$ cat config.mk
export PLATFORM = sky130hd
export DESIGN_NAME = pipe_seq_ctrl
export DESIGN_NICKNAME = d
export VERILOG_FILES = /design/src/rtl/pipe_pkg.sv /design/src/rtl/pipe_seq_ctrl.sv
export SDC_FILE = /design/constraint.sdc
export NUM_CORES = 1
export LEC_CHECK = 0
export ABC_AREA = 1
export BUFFER_PORTS_ARGS = -buffer_cell sky130_fd_sc_hd__buf_2
export CORE_UTILIZATION = 43
export DETAILED_ROUTE_END_ITERATION = 12
export PLACE_DENSITY = 0.87
export SLEW_MARGIN = 20
export SYNTH_ARGS = -nofsm -noshare
export SYNTH_HDL_FRONTEND = slang
export SYNTH_SLANG_ARGS = --single-unit
$ cat constraint.sdc
create_clock -name clk -period 1.1 [get_ports clk]
set_input_delay 0.11 -clock clk [delete_from_list [all_inputs] [get_ports clk]]
set_output_delay 0.11 -clock clk [all_outputs]
set_load 0.1 [all_outputs]
$ cat src/rtl/pipe_pkg.sv
// Shared definitions for the pipeline sequencing controller.
// Holds the data width, the controller state encoding and the PC-select codes
// used by the fetch-stage PC mux.
package pipe_pkg;

    localparam int unsigned DATA_W = 16;

    // PC mux select codes driven on pc_sel
    localparam logic [1:0] PcSelSeq = 2'b00;  // sequential fetch
    localparam logic [1:0] PcSelVec = 2'b01;  // interrupt vector
    localparam logic [1:0] PcSelWb  = 2'b10;  // PC popped by RTI, from WB

    typedef enum logic [3:0] {
        StIdle    = 4'd0,
        StDrain   = 4'd1,
        StPushPc  = 4'd2,
        StPushCcr = 4'd3,
        StVector  = 4'd4,
        StPopCcr  = 4'd5,
        StPopPc   = 4'd6,
        StRtiWait = 4'd7,
        StResume  = 4'd8
    } state_e;

endpackage

$ cat src/rtl/pipe_seq_ctrl.sv
// Interrupt entry / RTI sequencer for a 5-stage pipeline.
// Interrupt entry: drain in-flight work, push return PC then CCR, jump to INT_VEC.
// RTI: pop CCR then PC (LIFO), wait for the popped PC to reach WB, resume there.
// Ports:
//   clk, rst_n           clock, asynchronous active-low reset
//   int_req, rti_id      interrupt request (level) and RTI decoded in ID
//   pc_if, ccr           return address and flags to save on interrupt
//   wb_pop_pc, wb_pc_data popped PC arriving in WB
//   push/pop/pop_pc/pop_ccr/int1/mem_wdata  stack micro-op controls to MEM
//   stall_if, flush_id   pipeline freeze / bubble insertion
//   pc_sel, new_pc       fetch PC redirect
//   int_ack, busy        acknowledge pulse, sequencer active
module pipe_seq_ctrl
    import pipe_pkg::*;
#(
    parameter int unsigned          DRAIN_CYCLES = 3,
    parameter logic [DATA_W-1:0]    INT_VEC      = 16'h0000
) (
    input  logic              clk,
    input  logic              rst_n,
    input  logic              int_req,
    input  logic              rti_id,
    input  logic [DATA_W-1:0] pc_if,
    input  logic [3:0]        ccr,
    input  logic              wb_pop_pc,
    input  logic [DATA_W-1:0] wb_pc_data,
    output logic              push,
    output logic              pop,
    output logic              pop_pc,
    output logic              pop_ccr,
    output logic              int1,
    output logic [DATA_W-1:0] mem_wdata,
    output logic              stall_if,
    output logic              flush_id,
    output logic [1:0]        pc_sel,
    output logic [DATA_W-1:0] new_pc,
    output logic              int_ack,
    output logic              busy
);

    // Counter runs DRAIN_CYCLES-1 down to 0, giving DRAIN_CYCLES cycles in DRAIN
    localparam logic [2:0] CntInit = 3'(DRAIN_CYCLES - 1);

    state_e            state_q, state_d;
    logic [2:0]        cnt_q, cnt_d;
    logic [DATA_W-1:0] ret_pc_q, ret_pc_d;
    logic [DATA_W-1:0] rti_pc_q, rti_pc_d;

    always_comb begin
        state_d  = state_q;
        cnt_d    = cnt_q;
        ret_pc_d = ret_pc_q;
        rti_pc_d = rti_pc_q;
        unique case (state_q)
            StIdle: begin
                // RTI has priority; a held int_req is picked up on return to IDLE
                if (rti_id) begin
                    state_d = StPopCcr;
                end else if (int_req) begin
                    state_d  = StDrain;
                    ret_pc_d = pc_if;
                    cnt_d    = CntInit;
                end
            end
            StDrain: begin
                if (cnt_q == 3'd0) state_d = StPushPc;
                else               cnt_d   = cnt_q - 3'd1;
            end
            StPushPc:  state_d = StPushCcr;
            StPushCcr: state_d = StVector;
            StVector:  state_d = StIdle;
            StPopCcr:  state_d = StPopPc;
            StPopPc:   state_d = StRtiWait;
            StRtiWait: begin
                if (wb_pop_pc) begin
                    state_d  = StResume;
                    rti_pc_d = wb_pc_data;
                end
            end
            StResume:  state_d = StIdle;
            default:   state_d = StIdle;
        endcase
    end

    always_ff @(posedge clk or negedge rst_n) begin
        if (!rst_n) begin
            state_q  <= StIdle;
            cnt_q    <= 3'd0;
            ret_pc_q <= '0;
            rti_pc_q <= '0;
        end else begin
            state_q  <= state_d;
            cnt_q    <= cnt_d;
            ret_pc_q <= ret_pc_d;
            rti_pc_q <= rti_pc_d;
        end
    end

    // Moore decode from state_q; IDLE decodes to all-zero so reset clears outputs at once
    always_comb begin
        push      = 1'b0;
        pop       = 1'b0;
        pop_pc    = 1'b0;
        pop_ccr   = 1'b0;
        int1      = 1'b0;
        mem_wdata = '0;
        stall_if  = 1'b0;
        flush_id  = 1'b0;
        pc_sel    = PcSelSeq;
        new_pc    = '0;
        int_ack   = 1'b0;
        unique case (state_q)
            StDrain, StRtiWait: begin
                stall_if = 1'b1;
                flush_id = 1'b1;
            end
            StPushPc: begin
                push      = 1'b1;
                int1      = 1'b1;
                mem_wdata = ret_pc_q;
                stall_if  = 1'b1;
                flush_id  = 1'b1;
            end
            StPushCcr: begin
                push      = 1'b1;
                int1      = 1'b1;
                mem_wdata = {12'b0, ccr};
                stall_if  = 1'b1;
                flush_id  = 1'b1;
            end
            StVector: begin
                pc_sel   = PcSelVec;
                new_pc   = INT_VEC;
                int_ack  = 1'b1;
                flush_id = 1'b1;
            end
            StPopCcr: begin
                pop      = 1'b1;
                pop_ccr  = 1'b1;
                stall_if = 1'b1;
                flush_id = 1'b1;
            end
            StPopPc: begin
                pop      = 1'b1;
                pop_pc   = 1'b1;
                stall_if = 1'b1;
                flush_id = 1'b1;
            end
            StResume: begin
                pc_sel   = PcSelWb;
                new_pc   = rti_pc_q;
                flush_id = 1'b1;
            end
            default: ;
        endcase
    end

    assign busy = (state_q != StIdle);

endmodule

==> key figures, run 1 <==
Run status
  • Outcome: stopped before the end
  • Last stage reached: global routing
  • Err: [ERROR DPL-0038] Utilization greater than 100%, impossible to legalize

Floorplanning
  • Die W: a little under 70 um
  • Ports: 84
  • Initial Utilization: around 45%
  • Site Rows: 24
  • Die height: about 70 um

Yosys
  • Post-synth EDFFs: 0
  • Ys async rst share: 100.0%
  • Sequential share of the synthesized area: between 40 and 50%
  • Top cell type's share of synthesized area: around half
  • Unique masters post-synth: 21
  • Mapped cell area: 1963 um^2
  • Top-count cell post-synth: nor2_1
  • Synth warnings: 0
  • Post-synth top area cell: dfrtp_1
  • Commonest cells in the netlist: 53 x nor2_1, 49 x inv_1, 46 x nand2_1
  • Gate Count Post-Synth: roughly 260
  • Seq cells post-synth: 39
  • Syn nets: ~300
  • Top post-synthesis cells by area: dfrtp_1 50%, nor2_1 10%, inv_1 9.4%
  • Avg Cell Area, Syn: between 7 and 8 um^2
  • Ys flop type: dfrtp_1

Placement
  • Final GP Congestion: approximately 0.88
  • Pre-CTS setup slack: -0.4249 ns
  • Dpl hpwl: 5418 um
  • IO Port Bufs: 83
  • Placed Area: ~3700 um^2

GRT
  • Largest net degree at the start of global routing: 34

Clocking
  • CTS root buf: clkbuf_8
  • CTS Buffer Depth: 2
  • H-Tree Level Count: 2
  • Clk sink count: 39
  • CTS Buf Count: 5

Timing
  • Worst End Pin Type: top-level output
  • Grt repair worst endpoint: mem_wdata[14]
## through the flow
stage                     instances  hold slack [ns]
after floorplan                 258          -0.1856
after global placement          409         -0.02762
after detailed placement        409         -0.01875
after CTS                       428         0.006231
## what timing repair did
| item | 4_1_cts |
|---|---|
| gates cloned | 2 |
| pin swaps | 9 |
| setup buffers | 10 |
| setup endpoints to repair | 82 |
| gates resized for setup | 40 |
| hold buffers | 1 |
| hold endpoints to repair | 39 |
## kinds of logic after synthesis
family,after synthesis,synth area share [%]
flip-flops,39,49.71
AO/OA/AOI/OAI,37,9.688
AND/OR/NAND/NOR,119,25.18
adder cells (fa/ha/maj),2,1.274
buffers and inverters,61,14.15
==> run 2: changes to the inputs <==
- CORE_UTILIZATION: 43 -> 40
- PLACE_DENSITY: 0.87 -> unset
- PLACE_DENSITY_LB_ADDON: unset -> 0.15
- clock period: 1.1 -> 1.45 ns (I/O delays scaled with it)
==> run 2 against run 1 <==
  * The flow now finishes, with violations (setup timing)
  * Area after synthesis is the same
  * Synthesized cell count unchanged
==> key figures, run 2 <==
Hold path
  • Worst hold path type: in -> reg
  • Hold depth: 3
  • Hold wc startpoint: wb_pc_data[5]

Critical path
  • Crit Path Category: reg -> out
  • CP required: 1.31 ns
  • Crit Reg-Reg Startpoint: state_q[2]
  • Max incr delay on CP: roughly 0.47 ns
  • Crit path max-delay cell type: dfrtp_2
  • Crit path buf inv count: 2
  • CP delay by family, top: flip-flops
  • CP arrival: roughly 1.6 ns
  • Register-to-Register Path Depth: 7
  • Startpoint type of the worst setup path: flop
  • Critical path depth: 5
  • Crit-path max FO: 6
  • Setup crit end kind: output port
  • Worst setup startpoint: state_q[2]
  • Worst-path cell chain: nor2_4 > nand2_4 > clkbuf_16 > nor2_4 > buf_12
  • Worst path most repeated cell: nor2_4

Yosys
  • Top-count cell post-synth: nor2_1
  • Top post-synthesis cells by area: dfrtp_1 50%, nor2_1 10%, inv_1 9.4%
  • Mapped cell area: 1963 um^2
  • Synth warnings: 0
  • Ys async rst share: 100.0%
  • Syn nets: ~300
  • Post-synth EDFFs: 0
  • Avg Cell Area, Syn: approximately 7.6 um^2
  • Unique masters post-synth: 21
  • Commonest cells in the netlist: 53 x nor2_1, 49 x inv_1, 46 x nand2_1
  • Gate Count Post-Synth: between 200 and 300
  • Seq cells post-synth: 39
  • Top cell type's share of synthesized area: between 40% and 50%
  • Ys flop type: dfrtp_1
  • Post-synth top area cell: dfrtp_1
  • Sequential share of the synthesized area: between 40% and 50%

Run status
  • Violated checks: setup timing
  • Outcome: finished with violations

Floorplanning
  • Initial Utilization: approximately 42%
  • Die height: 72.06 um
  • Site Rows: 25
  • Die W: between 70 and 80 um
  • Core Region: around 4700 um^2
  • Ports: 84
  • Die Area: roughly 5200 um^2

Clocking
  • H-Tree Level Count: 2
  • CTS tree: done
  • Reg clk slew, reported paths: ~0.080 ns
  • Clk sink count: 39
  • Worst-Skew Late Latency: about 0.3 ns
  • CTS Buffer Depth: 2
  • CTS Buf Count: 5
  • CTS root buf: clkbuf_8

Placement
  • Placed Area: roughly 3500 um^2
  • Pre-CTS setup slack: around 0.014 ns
  • Dpl hpwl: 3632 um
  • IO Port Bufs: between 80 and 90
  • Final GP Congestion: 0.9393

Timing
  • RSZ-0062 raised after global routing: true
  • Final Setup Violations: 63
  • Layout Skew: approximately 0.012 ns
  • Fin worst setup slack: -0.2994 ns
  • Worst slew margin: 68.94%
  • Slew @ Worst Pin: about 0.47 ns
  • Minimum clock period: around 1.7 ns
  • Max Clk Rate: approximately 570 MHz
  • Final Hold Viols: 0
  • Final Max Slew Viols: 0
  • Final Cycle Share: 120.6%

GRT
  • Initial antenna violation count: 0
  • Total gr overflow: 0
  • First-pass GRT wire length: approximately 8500 um
  • Vias in the first global route: just under 2,000
  • Gr usage total: between 20% and 30%
  • Largest net degree at the start of global routing: 37

Cells and area
  • Design area: 4182 um^2
  • Top Registers: ret_pc_q: 16 flops, rti_pc_q: 16 flops, state_q: 4 flops
  • Area grow syn2layout: 113.0%
  • Layout cells sized above 1: 60.86%
  • Leading cell type in the layout, fill and taps excluded: buf_12
  • ANT cells: 0
  • Final Net Count: about 420
  • Most frequent cells in the layout: 49 x buf_12, 45 x nor2_4, 43 x inv_1

Pwr
  • P_leak: between 1.5 and 2 nW
  • Pwr/cell area: approximately 2500 nW/um^2
  • Peak supply drop: ~1.6 mV

Route
  • Wire per inst: between 15 and 20 um
  • DR vias: approximately 2,200
  • Max Used Layer: met4
  • Initial DRC count: 100
  • Vias per cell: between 4 and 5
  • TritonRoute pass-1 iters: 4
  • DRC violation count after routing: 0
  • Met2 Wirelength: a little under 4000 um
  • Met1 wire length: around 2700 um
  • WL met3: slightly below 400 um
  • Final WL: around 7200 um
  • Antenna Nets Post-Route: 0

Run
  • Max-cap violations: 0
-- run 2: power by group --
part | internal [mW] | switching [mW]
clock network | 0.434 | 0.418
logic | 2.74 | 4.85
registers | 1.61 | 0.318
-- run 2: cell families after synthesis --
logic type,share of synthesized area (%)
AND/OR/NAND/NOR,25.18
AO/OA/AOI/OAI,9.688
adder cells (fa/ha/maj),1.274
buffers and inverters,14.15
flip-flops,49.71
-- run 2: metrics by stage --
step | power (mW) | util (%) | cells | TNS [ns] | hold slack (ns)
2_1_floorplan | 6.190 | - | 258 | -7.863 | -0.1506
3_3_place_gp | 8.051 | 73.56 | 409 | 0 | 0.1024
3_5_place_dp | 8.163 | 73.56 | 409 | 0 | 0.1076
4_1_cts | 9.350 | 79.13 | 427 | -6.829 | 0.05361
5_1_grt | 10.78 | 88.53 | 440 | -16.16 | 0.06036
6_report | 10.37 | 88.53 | 440 | -12.63 | 0.05747
-- run 2: final timing paths --
kind                                      end  slack [ns]
worst max register to register   ret_pc_q[12]       -0.20
worst min-delay path              rti_pc_q[5]        0.06
worst min register to register       cnt_q[0]        0.55
max in group asynchronous        rti_pc_q[11]        0.63
worst max-delay path            mem_wdata[13]       -0.30
min in group asynchronous        ret_pc_q[12]        0.33
-- run 2: tightest hold or removal path, cell delays in order --
cell     delay [ns]
buf_2          0.07
nand2_1        0.04
o21ai_0        0.06
-- run 2: cell type report --
cell class              count  area [um^2]
clock buffers               7        96.34
inverters                  50        203.9
multi-input cells         158         1277
well taps                  67        83.83
flip-flops and latches     39        980.9
repair buffers            118         1531
clock inverters             1        7.507
fillers                   197        541.8
-- run 2: what timing repair did --
item                                   4_1_cts  5_1_grt
buffers inserted                             9        7
gates resized for setup                     26       67
cloned                                       0        7
endpoints found under the hold margin       17        0
setup endpoints to repair                   43       68
hold buffers                                 1        0
pin swaps                                    9       25
-- run 2: routing by layer --
metal | vias up | track usage (%)
li1 | 1016 | -
met1 | 1041 | 25.38
met2 | 94 | 35.85
met3 | 21 | 5.972
met4 | 0 | 9.586
met5 | - | 0
Power figures use the tool's default switching activity.
==> run 3: changes to the inputs <==
- PLACE_DENSITY: unset -> 0.69
- PLACE_DENSITY_LB_ADDON: 0.15 -> unset
==> run 3 against run 2 <==
  * The flow still finishes with violations (setup timing)
  * Critical path depth did not move
  * Register-to-register slack improved by 0.18 ns
  * Clock power decreased by 16%
  * Non-clock buffer count down 5
  * Combinational power shrank 7.5%
  * Die area unchanged
  * Setup slack improved by 0.063 ns
  * First-iteration DRC count down 37%
==> key figures, run 3 (same netlist as run 2, synthesis figures left out) <==
Critical path
  • Crit Path Category: reg -> out
  • CP required: roughly 1.3 ns
  • Crit path max-delay cell type: dfrtp_2
  • CP arrival: around 1.5 ns
  • Startpoint type of the worst setup path: flop
  • Register-to-Register Path Depth: 7
  • Worst-path cell chain: nor2_4 > nand3_4 > clkbuf_16 > nor2_4 > buf_12
  • Max incr delay on CP: between 0.4 and 0.5 ns
  • Worst r2r dst: ret_pc_q[9]
  • R2R setup slack: -0.02 ns
  • Worst path most repeated cell: nor2_4
  • Crit Reg-Reg Startpoint: state_q[1]
  • Crit-path max FO: 4
  • Setup crit end kind: output port

Cells and area
  • Fin cells: approximately 440
  • Layout cells sized above 1: 52.17%
  • Leading cell type in the layout, fill and taps excluded: buf_12
  • Top Registers: ret_pc_q: 16 flops, rti_pc_q: 16 flops, state_q: 4 flops
  • Most frequent cells in the layout: 49 x buf_12, 44 x inv_1, 40 x buf_2
  • Area grow syn2layout: 99.04%
  • Final Net Count: 410
  • Fill cells: roughly 260
  • Final core occ: approximately 83%
  • ANT cells: 0

Placement
  • Dpl hpwl: 3735 um
  • Final GP Congestion: slightly above 0.8
  • IO Port Bufs: a little over 80
  • Placed Cells: 410

GRT
  • Vias in the first global route: about 2,000
  • Total gr overflow: 0
  • Initial antenna violation count: 0
  • First-pass GRT wire length: 8811 um
  • Gr usage total: roughly 22%
  • Largest net degree at the start of global routing: 40

Run status
  • Outcome: finished with violations
  • Violated checks: setup timing

Route
  • Wire per inst: 13.09 um
  • Antenna Nets Post-Route: 0
  • Final WL: approximately 5700 um
  • DRC violation count after routing: 0
  • DR vias: a little over 2,000
  • TritonRoute pass-1 iters: 4
  • Vias per cell: ~4.8
  • Initial DRC count: 63

Floorplanning
  • Initial Utilization: 41.56%
  • Ports: 84
  • Site Rows: 25
  • Die W: 72.06 um
  • Die height: slightly above 70 um
  • Die Area: between 5000 and 6000 um^2
  • Core Region: 4723 um^2

Hold path
  • Hold depth: 3
  • WHS Endpoint: rti_pc_q[8]
  • Hold wc startpoint: wb_pc_data[8]
  • Worst hold path type: in -> reg

Clocking
  • CTS root buf: clkbuf_8
  • CTS Buffer Depth: 2
  • H-Tree Level Count: 2
  • Clk sink count: 39
  • CTS Buf Count: 5
  • CTS tree: done
  • Reg clk slew, reported paths: 0.08 ns
  • Worst-Skew Late Latency: approximately 0.28 ns

Timing
  • RSZ-0062 raised after global routing: true
  • Final Max Slew Viols: 0
  • Max Clk Rate: approximately 590 MHz
  • Final Cycle Share: 116.3%
  • Worst slew margin: between 60% and 70%
  • Final Hold Viols: 0
  • Minimum clock period: roughly 1.7 ns
  • Fin worst setup slack: -0.2360 ns
  • Final Setup Violations: roughly 50
  • Slew @ Worst Pin: roughly 0.48 ns
  • Layout Skew: between 0.002 and 0.003 ns

Pwr
  • Final Total Pwr: 9.596 mW
  • Peak supply drop: about 1.2 mV
  • Pwr/cell area: 2456 nW/um^2
  • P_leak: roughly 1.8 nW

Run
  • Max-cap violations: 0
## run 3: final cells by class
cell class                 instances  area (um^2)  area share, %
tap                               67        83.83          2.145
clock inverter                     2        12.51         0.3202
clock buffer                       6        72.57          1.857
inverter                          50        211.5          5.411
multi-input combinational        158         1090          27.89
sequential                        39        980.9          25.10
timing repair buffer             113         1456          37.27
## run 3: where the power goes
part / leakage, nW / internal [mW] / switching, mW / total, mW
Clock: 0.0412 / 0.336 / 0.377 / 0.713
Sequential: 0.455 / 1.61 / 0.257 / 1.87
Combinational: 1.33 / 2.50 / 4.51 / 7.02
Total: 1.83 / 4.45 / 5.15 / 9.60
## run 3: worst max-delay path, delay by kind of cell (launching register included)
family | cells | cell delay, ns
buf+inv | 2 | 0.38
simple gates | 3 | 0.41
flops | 1 | 0.46
## run 3: worst max path at each step
stage,endpoint,from,cells after the start
global placement,flush_id,state_q[1],6
CTS,flush_id,state_q[0],6
detailed placement,flush_id,state_q[1],6
floorplan,new_pc[10],state_q[1],4
global route,mem_wdata[10],state_q[1],6
finish,new_pc[12],state_q[1],5
## run 3: through the flow
stage / area [um^2] / worst slack, ns / hold WS [ns] / TNS [ns]
finish: 3908 / -0.2360 / 0.06203 / -8.205
global route: 3908 / -0.3026 / 0.06673 / -12.45
CTS: 3719 / -0.2026 / 0.05702 / -6.578
detailed placement: 3482 / -0.04643 / 0.2283 / -0.06251
global placement: 3482 / -0.02997 / 0.2324 / -0.02997
floorplan: 2298 / -0.3595 / -0.1506 / -7.863
## run 3: what timing repair did
action,in CTS,in global routing
resized for setup,22,21
hold endpoints to repair,39,0
gates cloned,0,4
pin swaps,5,7
endpoints found under the setup margin,42,64
hold buffers,1,0
setup buffers,9,3
## run 3: layer usage
layer | vias up | GRT usage (%) | share of wire [%]
li1 | 997 | - | -
met1 | 969 | 25.39 | 37
met2 | 88 | 39.31 | 54
met3 | 14 | 6.111 | 6.2
met4 | 0 | 4.357 | 2.2
met5 | - | 0 | 0
